`src/rtl/pipe_stage_skid.sv`:
```
// Pipeline stage register with valid/ready handshake, flush-to-bubble and an
// optional two-entry skid buffer that decouples in_ready from out_ready.
module pipe_stage_skid #(
    parameter int CTRL_W      = 12,
    parameter int DATA_W      = 128,
    parameter int SKID        = 1,
    parameter int STALL_CNT_W = 16
) (
    input  logic                   clk,
    input  logic                   reset,
    input  logic                   flush,
    input  logic                   in_valid,
    output logic                   in_ready,
    input  logic [CTRL_W-1:0]      in_ctrl,
    input  logic [DATA_W-1:0]      in_data,
    output logic                   out_valid,
    input  logic                   out_ready,
    output logic [CTRL_W-1:0]      out_ctrl,
    output logic [DATA_W-1:0]      out_data,
    output logic [1:0]             occupancy,
    output logic [STALL_CNT_W-1:0] stall_cycles
);

    typedef enum logic [1:0] {
        ST_EMPTY = 2'd0,
        ST_ONE   = 2'd1,
        ST_TWO   = 2'd2
    } state_t;

    localparam logic [STALL_CNT_W-1:0] STALL_MAX = {STALL_CNT_W{1'b1}};
    localparam logic [STALL_CNT_W-1:0] STALL_ONE = {{(STALL_CNT_W-1){1'b0}}, 1'b1};

    state_t                 state_r;
    state_t                 state_s;
    logic [CTRL_W-1:0]      main_ctrl_r;
    logic [DATA_W-1:0]      main_data_r;
    logic [CTRL_W-1:0]      skid_ctrl_r;
    logic [DATA_W-1:0]      skid_data_r;
    logic [STALL_CNT_W-1:0] stall_r;
    logic                   load_main_s;
    logic                   skid_to_main_s;
    logic                   load_skid_s;
    logic                   in_fire_s;
    logic                   out_fire_s;

    // With the skid buffer in_ready comes from state only; without it, ready passes through.
    assign out_valid  = (state_r != ST_EMPTY);
    assign in_ready   = (SKID != 0) ? (state_r != ST_TWO) : (~out_valid | out_ready);
    assign in_fire_s  = in_valid & in_ready;
    assign out_fire_s = out_valid & out_ready;

    // Next-state and load-enable decode; flush discards everything, including an in_fire.
    always_comb begin
        state_s        = state_r;
        load_main_s    = 1'b0;
        skid_to_main_s = 1'b0;
        load_skid_s    = 1'b0;
        if (flush) begin
            state_s = ST_EMPTY;
        end else begin
            case (state_r)
                ST_EMPTY: begin
                    if (in_fire_s) begin
                        state_s     = ST_ONE;
                        load_main_s = 1'b1;
                    end else begin
                        state_s = ST_EMPTY;
                    end
                end
                ST_ONE: begin
                    if (in_fire_s && out_fire_s) begin
                        load_main_s = 1'b1;
                    end else if (in_fire_s) begin
                        if (SKID != 0) begin
                            state_s     = ST_TWO;
                            load_skid_s = 1'b1;
                        end else begin
                            load_main_s = 1'b1;
                        end
                    end else if (out_fire_s) begin
                        state_s = ST_EMPTY;
                    end else begin
                        state_s = ST_ONE;
                    end
                end
                ST_TWO: begin
                    if (out_fire_s) begin
                        state_s        = ST_ONE;
                        skid_to_main_s = 1'b1;
                    end else begin
                        state_s = ST_TWO;
                    end
                end
                default: begin
                    state_s = ST_EMPTY;
                end
            endcase
        end
    end

    // State register.
    always_ff @(posedge clk) begin
        if (reset) begin
            state_r <= ST_EMPTY;
        end else begin
            state_r <= state_s;
        end
    end

    // Main and skid entry registers; data is left untouched on flush.
    always_ff @(posedge clk) begin
        if (reset) begin
            main_ctrl_r <= {CTRL_W{1'b0}};
            main_data_r <= {DATA_W{1'b0}};
            skid_ctrl_r <= {CTRL_W{1'b0}};
            skid_data_r <= {DATA_W{1'b0}};
        end else begin
            if (load_main_s) begin
                main_ctrl_r <= in_ctrl;
                main_data_r <= in_data;
            end else if (skid_to_main_s) begin
                main_ctrl_r <= skid_ctrl_r;
                main_data_r <= skid_data_r;
            end
            if (load_skid_s) begin
                skid_ctrl_r <= in_ctrl;
                skid_data_r <= in_data;
            end
        end
    end

    // Saturating count of cycles where the head is held by downstream.
    always_ff @(posedge clk) begin
        if (reset) begin
            stall_r <= {STALL_CNT_W{1'b0}};
        end else if (out_valid && !out_ready && (stall_r != STALL_MAX)) begin
            stall_r <= stall_r + STALL_ONE;
        end
    end

    // Occupancy decode from state.
    always_comb begin
        occupancy = 2'd0;
        case (state_r)
            ST_EMPTY: occupancy = 2'd0;
            ST_ONE:   occupancy = 2'd1;
            ST_TWO:   occupancy = 2'd2;
            default:  occupancy = 2'd0;
        endcase
    end

    assign out_ctrl     = out_valid ? main_ctrl_r : {CTRL_W{1'b0}};
    assign out_data     = main_data_r;
    assign stall_cycles = stall_r;

endmodule

```
`config.mk`:
```
export PLATFORM = sky130hd
export DESIGN_NAME = pipe_stage_skid
export DESIGN_NICKNAME = d
export VERILOG_FILES = /design/src/rtl/pipe_stage_skid.sv
export SDC_FILE = /design/constraint.sdc
export NUM_CORES = 1
export LEC_CHECK = 0
export ABC_AREA = 1
export ABC_CLOCK_PERIOD_IN_PS = 4100
export CAP_MARGIN = 15
export CORE_MARGIN = 2
export CORE_UTILIZATION = 40
export DETAILED_ROUTE_END_ITERATION = 10
export GPL_TIMING_DRIVEN = 0
export PLACE_DENSITY = 0.75
export SYNTH_ARGS = -nofsm -noshare
export SYNTH_HDL_FRONTEND = slang
export SYNTH_SLANG_ARGS = --single-unit
```
`constraint.sdc`:
```
create_clock -name clk -period 4.1 [get_ports clk]
set_input_delay 0.615 -clock clk [delete_from_list [all_inputs] [get_ports clk]]
set_output_delay 0.615 -clock clk [all_outputs]
set_load 0.01 [all_outputs]
```
### Word-level counts from Yosys, hierarchy flattened

Cells that the tools add are included.

| cells by class | value |
|---|---|
| add/subtract/negate cells | 1 |
| $mul | 0 |
| div/mod/pow operators | 0 |
| magnitude comparators | 0 |
| eq/ne operators | 5 |
| shifts and indexed selects | 0 |
| muxes and demuxes | 22 |
| bitwise gates (word level) | 2 |
| reductions and logical operators | 8 |

Operators by type and width:

| kind | number |
|---|---|
| 128-bit two-way mux | 2 |
| 12-bit two-way mux | 3 |
| 16-bit by 1-bit adder with 16-bit output, second input constant | 1 |
| 16-bit inequality test, second input constant | 1 |
| 1-bit two-way mux | 11 |
| 2-bit two-way mux | 3 |
| 2-bit case mux with 3 select lines | 1 |
| 2-bit inequality test, second input constant | 2 |
| 2-bit case mux with 2 select lines | 1 |
| 2-bit nonzero test | 2 |
| 1-bit logical AND | 3 |
| 1-bit AND | 2 |
| 2-bit by 1-bit equality test with 1-bit output, second input constant | 1 |
| 2-bit equality test, second input constant | 1 |
| 2-bit zero test | 1 |
| 1-bit case mux with 2 select lines | 1 |
| 2-bit OR reduction | 1 |
| 1-bit zero test | 1 |

| word-level totals | value |
|---|---|
| flip-flop bits (word level) | 298 |
| bits in latches | 0 |
| bits in writable memories | 0 |
| bits in read-only memories | 0 |
| input port bits | 145 |
| output and inout port bits | 160 |
| memories | 0 |

### Longest topological paths before layout

Gate-level depths: netlist of run 1.

| depth | value |
|---|---|
| depth in word-level cells | 7 |
| depth in mapped cells | 10 |
| depth with buffers taken out | 10 |

### Worst setup path before layout of run 1

OpenSTA, ideal clock, no wires.

| timing path | value |
|---|---|
| path type | input to register |
| start point | in out_ready |
| end point | reg main_data_r[101] (netlist: out_data[101]) |
| library setup time | 0.133 ns |
| arrival | 1.620 ns |
| required time | 3.967 ns |
| setup slack | 2.347 ns |
| cell stages on the path | 9 |
| buffers on the path | 2 |
| cells stage by stage | inv_1 nor2_1 nand2_1 nand2_1 inv_2 buf_2 buf_2 nand2_1 a31oi_1 |

| on the way | value |
|---|---|
| cells in the longest elaborated chain, start to end | 6 |
| elaborated cells between the ends (all ways) | 10 |

RTL lines:

| element | RTL line | source |
|---|---|---|
| start, declared | 17 | `input logic out_ready,` |
| 1-bit AND (*) | 50 | `assign out_fire_s = out_valid & out_ready;` |
| 1-bit logical AND | 71 | `if (in_fire_s && out_fire_s) begin` |
| 1-bit two-way mux | 71 |  |
| 1-bit case mux with 2 select lines | 61 | `case (state_r)` |
| 1-bit two-way mux | 58 | `if (flush) begin` |
| 128-bit two-way mux / 2-bit nonzero test (equally long branches) | -- |  |
| end signal, assigned | 114 | `main_data_r <= {DATA_W{1'b0}};` |
| end signal, assigned | 120 | `main_data_r <= in_data;` |
| end signal, assigned | 123 | `main_data_r <= skid_data_r;` |
| end, declared | 36 | `logic [DATA_W-1:0] main_data_r;` |

Every way passes the cells marked *; elsewhere a longest branch is shown, timed or not.
A chain may end at the register's enable or synchronous reset.

### Worst setup path after layout of run 1

| timing path | value |
|---|---|
| start point | reg state_r[1] |
| end point | out occupancy[1] |

| on the way | value |
|---|---|
| cells in the longest elaborated chain, start to end | 2 |
| elaborated cells between the ends (all ways) | 3 |

RTL lines:

| element | RTL line | source |
|---|---|---|
| start, declared | 33 | `state_t state_r;` |
| start signal, assigned | 106 | `state_r <= state_s;` |
| 2-bit equality test / 2-bit by 1-bit equality test with 1-bit output (equally long branches) | 144 | `case (state_r)` |
| 2-bit case mux with 2 select lines (*) | 144 |  |
| end, declared | 20 | `output logic [1:0] occupancy,` |

Marks and branches as above.

==> run_results.csv, run 1 <==
group,metric,value,unit
clock_network,post_cts_buffers,0,
grt,grt_max_degree,14,
grt,grt_pass1_vias,12100,
logic_synthesis,synthDistinctLibCells,20,
route,initialDrtViolationCount,1205,
logic_synthesis,ys_seq_area_share,49.6,%
die,start_util,40.6,%
route,drc_errors,0,
setup_path,cp_slowest_cell,"clkdlybuf4s50_1",
die,rows,63,
timing,finalSetupTns,0,ns
logic_synthesis,netlist_area,12000,µm²
logic_synthesis,synth_flop_cell,"dfxtp_1",
timing,final_hold_viol_count,0,
logic_synthesis,yosys-top-cells-area,"dfxtp_1 50%, o21ai_0 9.0%, nor2_1 7.8%, nand2_1 6.4%, nand4_1 5.7%",
clock_network,cts_tree,"yes",
timing,rsz0062_at_grt,"no",
die,chipWidth,177,µm
setup_path,rr_worst_depth,9,
setup_path,cp-start-kind,"flop",
placed_design,port_buffers,304,
logic_synthesis,syn_area_per_cell,7.48,µm²
route,via_per_inst,5.43,
logic_synthesis,synth_cells,1607,
grt,grt_pass1_wl,63.4,mm
timing,fmax,0.316,GHz
hold_path,hold_path_depth,2,
placed_design,gp_congestion,0.892,
clock_network,cts_buffer_depth,3,
final_layout,syn2layout_area_growth,39.1,%
logic_synthesis,yosysTopAreaCell,"dfxtp_1",
logic_synthesis,ys_warn_count,0,
logic_synthesis,synth_fp_nets,1753,
clock_network,cts_max_level,2,
outcome,status,"completed",
route,drt_pre_antenna_iters,7,
timing,relSlewSlack,43.9,%
setup_path,r2r_start,"state_r[1]",
route,vias,12800,
final_layout,drive_above_1_share,4.56,%
flow_run,maxCapViolations,0,
clock_network,root_buffer,"clkbuf_16",
clock_network,worstSkewPairLatency,0.51,ns
route,drt-total-wl,40.5,mm
clock_network,numCtsBuffers,34,
grt,overflow,0,
clock_network,post_cts_resized,0,
power_and_ir_drop,p_per_area,411,nW/µm²
die,die_area,31500,µm²
timing,drv_slew,0,
timing,fin_crit_sh,77.1,%
timing,finalCriticalPeriod,3.16,ns
clock_network,postCtsHoldBufs,0,
power_and_ir_drop,p_leak,5.61,nW
clock_network,clk_pin_slew,0.06,ns
final_layout,final_util,56.4,%
hold_path,hold_start,"skid_data_r[111]",
logic_synthesis,async_reset_ff_share,0,%
final_layout,final_common_cell,"clkdlybuf4s50_1",
logic_synthesis,ys_seq_elements,298,
logic_synthesis,synth-edff-count,0,
setup_path,max_stage_delay,0.65,ns
final_layout,nets,2093,
setup_path,crit_path_start,"state_r[1]",
timing,worst_slew_pin_slew,0.842,ns
die,chipHeight,177,µm
setup_path,crit_required,3.48,ns
setup_path,worstSetupEndpointType,"output pin",
setup_path,path_cells,"inv_2 -> nor2_2 -> clkbuf_1 -> clkdlybuf4s50_1",
placed_design,dpl.hpwl,28.5,mm
grt,antenna_found_initial,3,
grt,grt.total_usage,24.9,%
timing,worst_clock_skew,0.0240,ns
hold_path,min_path_type,"reg2reg",
route,ant_nets,0,
setup_path,cp_data_arrival_time,2.55,ns
timing,setup_viol,0,
power_and_ir_drop,ir_worst_vdd,259,µV
setup_path,crit_fanout,10,
die,core,29600,µm²
logic_synthesis,synth_top_area_share,49.6,%
final_layout,final_cell_mix,"304 x clkdlybuf4s50_1, 298 x dfxtp_1, 249 x nor2_1, 217 x o21ai_0, 206 x nand2_1",
route,wl_per_cell,17.1,µm
setup_path,path_class,"reg2out",
die,io_pins,305,
clock_network,clock-sinks,298,
## worst max-delay path, delay by kind of cell, from the launching register on
family / cells / cell delay, ns
AND/OR/NAND/NOR: 1 / 0.40
buffers and inverters: 3 / 1.30
flip-flops: 1 / 0.36
## worst paths after layout
path / endpoint / slack (ns)
max: occupancy[1] / 0.94
min: skid_data_r[111] / 0.45
max reg2reg: out_data[68] / 1.82
min reg2reg: skid_data_r[111] / 0.45
## power breakdown
group / leakage (nW) / internal (mW) / switching [mW]
Sequential: 2.42 / 2.99 / 0.0527
Clock: 0.574 / 1.91 / 1.21
Combinational: 2.62 / 0.339 / 0.363
## per-layer routing
metal / global-route usage [%] / part of all wire [%]
met5: 0 / 0.057
met4: 8.33 / 3.2
met3: 5.87 / 8.4
met2: 41.1 / 46
met1: 31.9 / 42
## stage by stage
stage          hold WS (ns)  setup WS [ns]  instance area [µm²]  total power, mW  instances
6_report              0.449          0.937                16700             6.87       2363
5_1_grt               0.474          0.827                16700             7.09       2363
4_1_cts               0.448          0.864                16700             6.91       2362
3_5_place_dp          0.439          0.954                15600             3.80       2301
3_3_place_gp          0.433          0.867                15600             3.79       2301
2_1_floorplan         0.425           2.35                12000             3.39       1607
## registers in the layout, summed over array words and instances (netlist names)
signal and cells:
stall_cycles 16, state_r 2, out_data 128, main_ctrl_r 12, skid_ctrl_r 12, skid_data_r 128
## cell usage after synthesis, types with 28 or more instances
library cell and n:
nand3_1 111, nand4_1 109, a31oi_1 104, clkbuf_1 114, buf_2 28, nor2_1 249
o21ai_0 217, a21oi_1 85, nand2_1 206, inv_1 66, dfxtp_1 298
## final cells by class
class | count | area (µm²)
Tap cell | 390 | 488
Inverter | 70 | 263
Antenna cell | 1 | 2.50
Multi-Input combinational cell | 1094 | 5220
Buffer | 145 | 579
Clock buffer | 52 | 1060
Sequential cell | 298 | 5970
Fill cell | 2764 | 12900
Timing Repair Buffer | 304 | 3040
Clock inverter | 9 | 101
## cell families (layout without fill, tap and decap cells)
| family | after synthesis | count (layout) | synth area share, % |
|---|---|---|---|
| simple gates | 679 | 679 | 24.7 |
| compound gates | 408 | 408 | 18.1 |
| flops | 298 | 298 | 49.6 |
| buf+inv | 215 | 580 | 7.00 |
| xor+xnor | 6 | 6 | 0.437 |
| fa+ha+maj | 1 | 1 | 0.104 |
| other cells | 0 | 1 | 0 |
Note: power is estimated with default switching activity, not from simulation.
==> run 2: changes to the inputs <==
--- a/config.mk
+++ b/config.mk
@@ -6,13 +6,13 @@
 export NUM_CORES = 1
 export LEC_CHECK = 0
 export ABC_AREA = 1
-export ABC_CLOCK_PERIOD_IN_PS = 4100
+export ABC_CLOCK_PERIOD_IN_PS = 2700
 export CAP_MARGIN = 15
 export CORE_MARGIN = 2
 export CORE_UTILIZATION = 40
 export DETAILED_ROUTE_END_ITERATION = 10
 export GPL_TIMING_DRIVEN = 0
-export PLACE_DENSITY = 0.75
+export PLACE_DENSITY = 0.78
 export SYNTH_ARGS = -nofsm -noshare
 export SYNTH_HDL_FRONTEND = slang
 export SYNTH_SLANG_ARGS = --single-unit
==> constraint.sdc (replaced) <==
create_clock -name clk -period 2.7 [get_ports clk]
set_input_delay 0.405 -clock clk [delete_from_list [all_inputs] [get_ports clk]]
set_output_delay 0.405 -clock clk [all_outputs]
set_load 0.01 [all_outputs]
==> run 2 against run 1 <==
  * Utilization fell by 0.21 points
  * Largest cell class unchanged
  * Clock power rose by 43%
  * Sequential power rose by 52%
  * Register-to-register slack got worse by 1.5 ns
  * Cell area fell by 0.37%
  * Die area did not move
==> run_results.csv, run 2 (synthesized netlist as in run 1, its figures left out) <==
group,metric,value,unit
outcome,status,"completed",
setup_path,cp_data_arrival_time,2.98,ns
route,vias,13000,
final_layout,seq_area,5970,µm²
timing,relSlewSlack,38.4,%
route,initialDrtViolationCount,1114,
die,chipHeight,177,µm
setup_path,crit_fanout,10,
timing,rsz0062_at_grt,"no",
grt,grt_pass1_wl,63.9,mm
grt,gr-usage-met3,4.91,%
route,via_per_inst,5.50,
final_layout,multiInputGateArea,5220,µm²
setup_path,worstSetupEndpointType,"flop",
timing,finalCriticalPeriod,2.55,ns
grt,grt.total_usage,25.1,%
final_layout,finish.instance_area,16700,µm²
clock_network,numCtsBuffers,31,
clock_network,worstSkewPairLatency,0.57,ns
flow_run,maxCapViolations,0,
final_layout,layout.cells.non_filler,2363,
grt,overflow,0,
die,start_util,40.6,%
placed_design,dpl.hpwl,28.7,mm
timing,hold_slack,0.447,ns
die,io_pins,305,
power_and_ir_drop,p_per_area,610,nW/µm²
grt,grt_use_met1,31.8,%
final_layout,syn2layout_area_growth,38.6,%
route,drc_errors,0,
grt,grt_max_degree,16,
final_layout,fill_cells,2749,
timing,fin_crit_sh,94.3,%
grt,grt-busiest-layer,"met2",
timing,fmax,0.393,GHz
route,drt-total-wl,41.1,mm
placed_design,place_area,15600,µm²
die,die_area,31500,µm²
die,rows,63,
timing,setup_viol,0,
timing,final_hold_viol_count,0,
placed_design,dpl.cell_count,2301,
placed_design,gp_congestion,0.903,
route,drt_pre_antenna_iters,7,
final_layout,nets,2091,
grt,grt_pass1_vias,12200,
final_layout,final_common_cell,"clkdlybuf4s50_1",
die,chipWidth,177,µm
placed_design,port_buffers,304,
setup_path,crit_required,3.13,ns
power_and_ir_drop,p_leak,5.58,nW
clock_network,cts_buffer_depth,3,
hold_path,min_path_type,"reg2reg",
clock_network,cts_tree,"yes",
final_layout,final_cell_mix,"304 x clkdlybuf4s50_1, 298 x dfxtp_1, 248 x nor2_1, 217 x o21ai_0, 206 x nand2_1",
timing,worst_clock_skew,0.00795,ns
final_layout,drive_above_1_share,4.73,%
grt,antenna_found_initial,5,
timing,worst_slew_pin_slew,0.923,ns
clock_network,cts_max_level,1,
setup_path,cp-start-kind,"primary input",
clock_network,root_buffer,"clkbuf_16",
clock_network,clk_pin_slew,0.06,ns
route,wl_per_cell,17.4,µm
die,core,29600,µm²
setup_path,path_class,"in2reg",
timing,drv_slew,0,
power_and_ir_drop,ir_worst_vdd,458,µV
route,ant_nets,0,
grt,grt_use_met2,42.3,%
clock_network,clock-sinks,298,
power_and_ir_drop,finalPower,10.2,mW
run 2: cell count changes in the layout (fill, tap and decap cells not counted):
cell        before  now
clkbuf_4         0    1
clkbuf_16       37   31
clkbuf_1       121  115
buf_4            0    1
clkbuf_8         8   10
nor2_1         249  248
clkbuf_2         0    1
bufinv_16        2    3
inv_6            0    1
diode_2          1    5
nor2_4           0    1
clkinvlp_4       1    2
run 2: layer usage:
metal	wire length, µm	vias to the layer above
li1	-	6201
met1	16900	6108
met2	19300	585
met3	3380	110
met4	1550	4
met5	24	-
run 2: where the power goes:
group          internal (mW)  total (mW)  leakage [nW]  switching (mW)
Sequential              4.54        4.62          2.42          0.0792
Clock                   2.66        4.48         0.528            1.82
Combinational          0.516        1.07          2.63           0.554
run 2: path summary, 6_finish.rpt:
check | startpoint | endpoint | slack [ns] | depth (start not counted)
worst max-delay path | out_ready | out_data[66] | 0.15 | 10
worst max register to register | state_r[0] | out_data[66] | 0.33 | 8
worst min register to register | skid_data_r[121] | skid_data_r[121] | 0.45 | 2
worst min-delay path | skid_data_r[121] | skid_data_r[121] | 0.45 | 2
run 2: critical path: stages:
cell and delay [ns]:
clkdlybuf4s50_1 0.55, inv_1 0.10, nor2_1 0.56, nand2_1 0.42, nand2_1 0.18, inv_2 0.07, buf_2 0.26, buf_2 0.26
nand2_1 0.09, a31oi_1 0.07
run 2: layout make-up:
cell class,count,area share [%]
diodes,5,0.0751
plain buffers,145,3.51
clock buffers,44,5.55
clock inverters,12,0.886
inverters,70,1.58
multi-input cells,1094,31.4
flip-flops and latches,298,35.8
well taps,390,2.93
repair buffers,305,18.3
run 2: stage by stage:
| stage | setup slack [ns] | TNS (ns) | utilization, % |
|---|---|---|---|
| 2_1_floorplan | 1.05 | 0 | - |
| 3_3_place_gp | -0.357 | -49.95 | 52.5 |
| 3_5_place_dp | -0.365 | -45.31 | 52.5 |
| 4_1_cts | 0.0245 | 0 | 56.1 |
| 5_1_grt | 0.0499 | 0 | 56.2 |
| 6_report | 0.154 | 0 | 56.2 |
run 2: repair_timing:
action	in CTS	in global routing
setup buffers	0	1
endpoints found under the setup margin	3	7
resized for setup	4	2
cloned	0	0
hold buffers	0	0
pin swaps	0	1
==> run 3: changes to the inputs <==
--- a/config.mk
+++ b/config.mk
@@ -6,7 +6,7 @@
 export NUM_CORES = 1
 export LEC_CHECK = 0
 export ABC_AREA = 1
-export ABC_CLOCK_PERIOD_IN_PS = 2700
+export ABC_CLOCK_PERIOD_IN_PS = 2200
 export CAP_MARGIN = 15
 export CORE_MARGIN = 2
 export CORE_UTILIZATION = 40
==> constraint.sdc (replaced) <==
create_clock -name clk -period 2.2 [get_ports clk]
set_input_delay 0.33 -clock clk [delete_from_list [all_inputs] [get_ports clk]]
set_output_delay 0.33 -clock clk [all_outputs]
set_load 0.01 [all_outputs]
==> run 3 against run 2 <==
  * Non-clock buffer count up 1
  * Count of clock-buffer cells in the layout unchanged
  * Critical endpoint is now out_ctrl[10]
  * Critical path type is now reg2out
  * Final cell count about the same
  * Sequential share of layout area down 0.12 points
  * Setup slack worse by 0.085 ns
  * Total power up 23%
  * Routed wire length up 0.16%
  * Register-to-register slack worse by 0.12 ns
==> run_results.csv, run 3 (synthesized netlist as in run 1, its figures left out) <==
group,metric,value,unit
outcome,status,"completed",
setup_path,crit_required,1.87,ns
power_and_ir_drop,p_int,9.46,mW
route,ant_nets,0,
die,core,29600,µm²
setup_path,r2r_slack,0.21,ns
route,initialDrtViolationCount,1076,
route,wl_per_cell,17.4,µm
final_layout,final_common_cell,"clkdlybuf4s50_1",
power_and_ir_drop,finalPower,12.5,mW
timing,worst_slew_pin_slew,0.864,ns
timing,relSlewSlack,42.4,%
setup_path,worstSetupEndpointType,"output pin",
hold_path,hold_path_depth,3,
die,chipWidth,177,µm
timing,finalCriticalPeriod,2.13,ns
placed_design,dpl.hpwl,28.7,mm
grt,grt_pass1_vias,12200,
setup_path,cp-start-kind,"flop",
hold_path,hold_start,"in_data[11]",
clock_network,cts_buffer_depth,3,
setup_path,worst_r2r_endpoint,"stall_cycles[9]",
final_layout,final_cell_mix,"297 x clkdlybuf4s50_1, 296 x dfxtp_1, 247 x nor2_1, 217 x o21ai_0, 204 x nand2_1",
die,rows,63,
route,via_per_inst,5.51,
setup_path,rr_worst_depth,8,
power_and_ir_drop,seqPwrFrac,45.4,%
grt,overflow,0,
route,vias,13000,
route,drt_pre_antenna_iters,5,
timing,rsz0062_at_grt,"no",
clock_network,worstSkewPairLatency,0.57,ns
grt,antenna_found_initial,5,
power_and_ir_drop,switchingPower,3.02,mW
timing,fin_crit_sh,96.9,%
setup_path,crit_fanout,10,
power_and_ir_drop,clkPwrFrac,44.1,%
clock_network,clk_pin_slew,0.06,ns
final_layout,drive_above_1_share,5.33,%
power_and_ir_drop,p_per_area,746,nW/µm²
clock_network,cts_tree,"yes",
power_and_ir_drop,p_leak,5.69,nW
hold_path,min_to,"out_data[11]",
power_and_ir_drop,netSwitchingFraction,24.2,%
die,die_area,31500,µm²
timing,fmax,0.469,GHz
die,start_util,40.6,%
route,drt-total-wl,41.2,mm
clock_network,root_buffer,"clkbuf_16",
placed_design,gp_congestion,0.903,
power_and_ir_drop,share_comb_of_total_power,10.6,%
timing,drv_slew,0,
timing,final_hold_viol_count,0,
clock_network,clock-sinks,298,
hold_path,min_path_type,"in2reg",
timing,setup_viol,0,
grt,grt_max_degree,16,
final_layout,nets,2092,
final_layout,syn2layout_area_growth,39.2,%
clock_network,postCtsHoldBufs,0,
die,io_pins,305,
flow_run,maxCapViolations,0,
placed_design,port_buffers,304,
grt,grt.total_usage,25.1,%
die,chipHeight,177,µm
grt,grt_pass1_wl,63.9,mm
timing,hold_slack,0.394,ns
setup_path,crit_path_start,"state_r[0]",
setup_path,path_class,"reg2out",
route,drc_errors,0,
power_and_ir_drop,ir_worst_vdd,565,µV
clock_network,numCtsBuffers,31,
setup_path,cp_data_arrival_time,1.80,ns
setup_path,r2r_start,"stall_cycles[0]",
timing,worst_clock_skew,0.00837,ns
final_layout,fill_cells,2740,
clock_network,cts_max_level,1,
final_layout,multiInputGateArea,5250,µm²
final_layout,seq_area,5970,µm²
[run 3: worst max-delay path by stage]
stage / end / slack (ns) / cells after the start
floorplan: stall_cycles[3] / 0.55 / 8
global placement: out_data[60] / -0.78 / 10
detailed placement: out_data[83] / -0.79 / 10
CTS: in_ready / -0.03 / 5
global route: out_ctrl[10] / 0.004 / 4
finish: out_ctrl[10] / 0.07 / 4
[run 3: repair_timing]
action	4_1_cts	5_1_grt
buffers inserted	2	0
endpoints found under the setup margin	117	200
resized for setup	16	23
cloned	0	0
pin swaps	1	0
[run 3: through the flow]
step           cell area, µm²  cells  worst slack, ns  util [%]  TNS (ns)
2_1_floorplan           12000   1607            0.553         -         0
3_3_place_gp            15600   2301           -0.782      52.5   -169.25
3_5_place_dp            15600   2301           -0.790      52.5   -163.96
4_1_cts                 16700   2359          -0.0258      56.3   -0.0258
5_1_grt                 16700   2360          0.00425      56.4         0
6_report                16700   2364           0.0688      56.5         0
[run 3: cell type report]
class	count	share of cell area, %
diodes	5	0.0748
plain buffers	145	3.60
clock buffers	44	5.52
clock inverters	12	0.882
inverters	70	1.60
multi-input cells	1094	31.4
flip-flops and latches	298	35.7
well taps	390	2.92
repair buffers	306	18.3
[run 3: power groups by stage]
stage	registers [mW]	logic, mW	clock network [mW]
after detailed placement	5.78	1.30	0
final	5.66	1.32	5.50
after CTS	5.66	1.31	5.57
after global routing	5.68	1.43	5.77
after floorplan	5.82	0.495	0
after global placement	5.78	1.28	0
[run 3: layer usage]
metal  vias to the layer above  part of all wire (%)  global-route usage (%)
met2                       606                    47                    42.3
met5                         -                 0.058                       0
li1                       6208                     -                       -
met3                       114                   8.6                    4.93
met1                      6092                    40                    32.0
met4                         4                   3.8                    9.02
[run 3: worst max-delay path, cell delays in order (launching register included)]
cell,delay (ns)
dfxtp_4,0.40
nor2_4,0.06
buf_4,0.16
nor2_1,0.09
clkdlybuf4s50_1,0.54
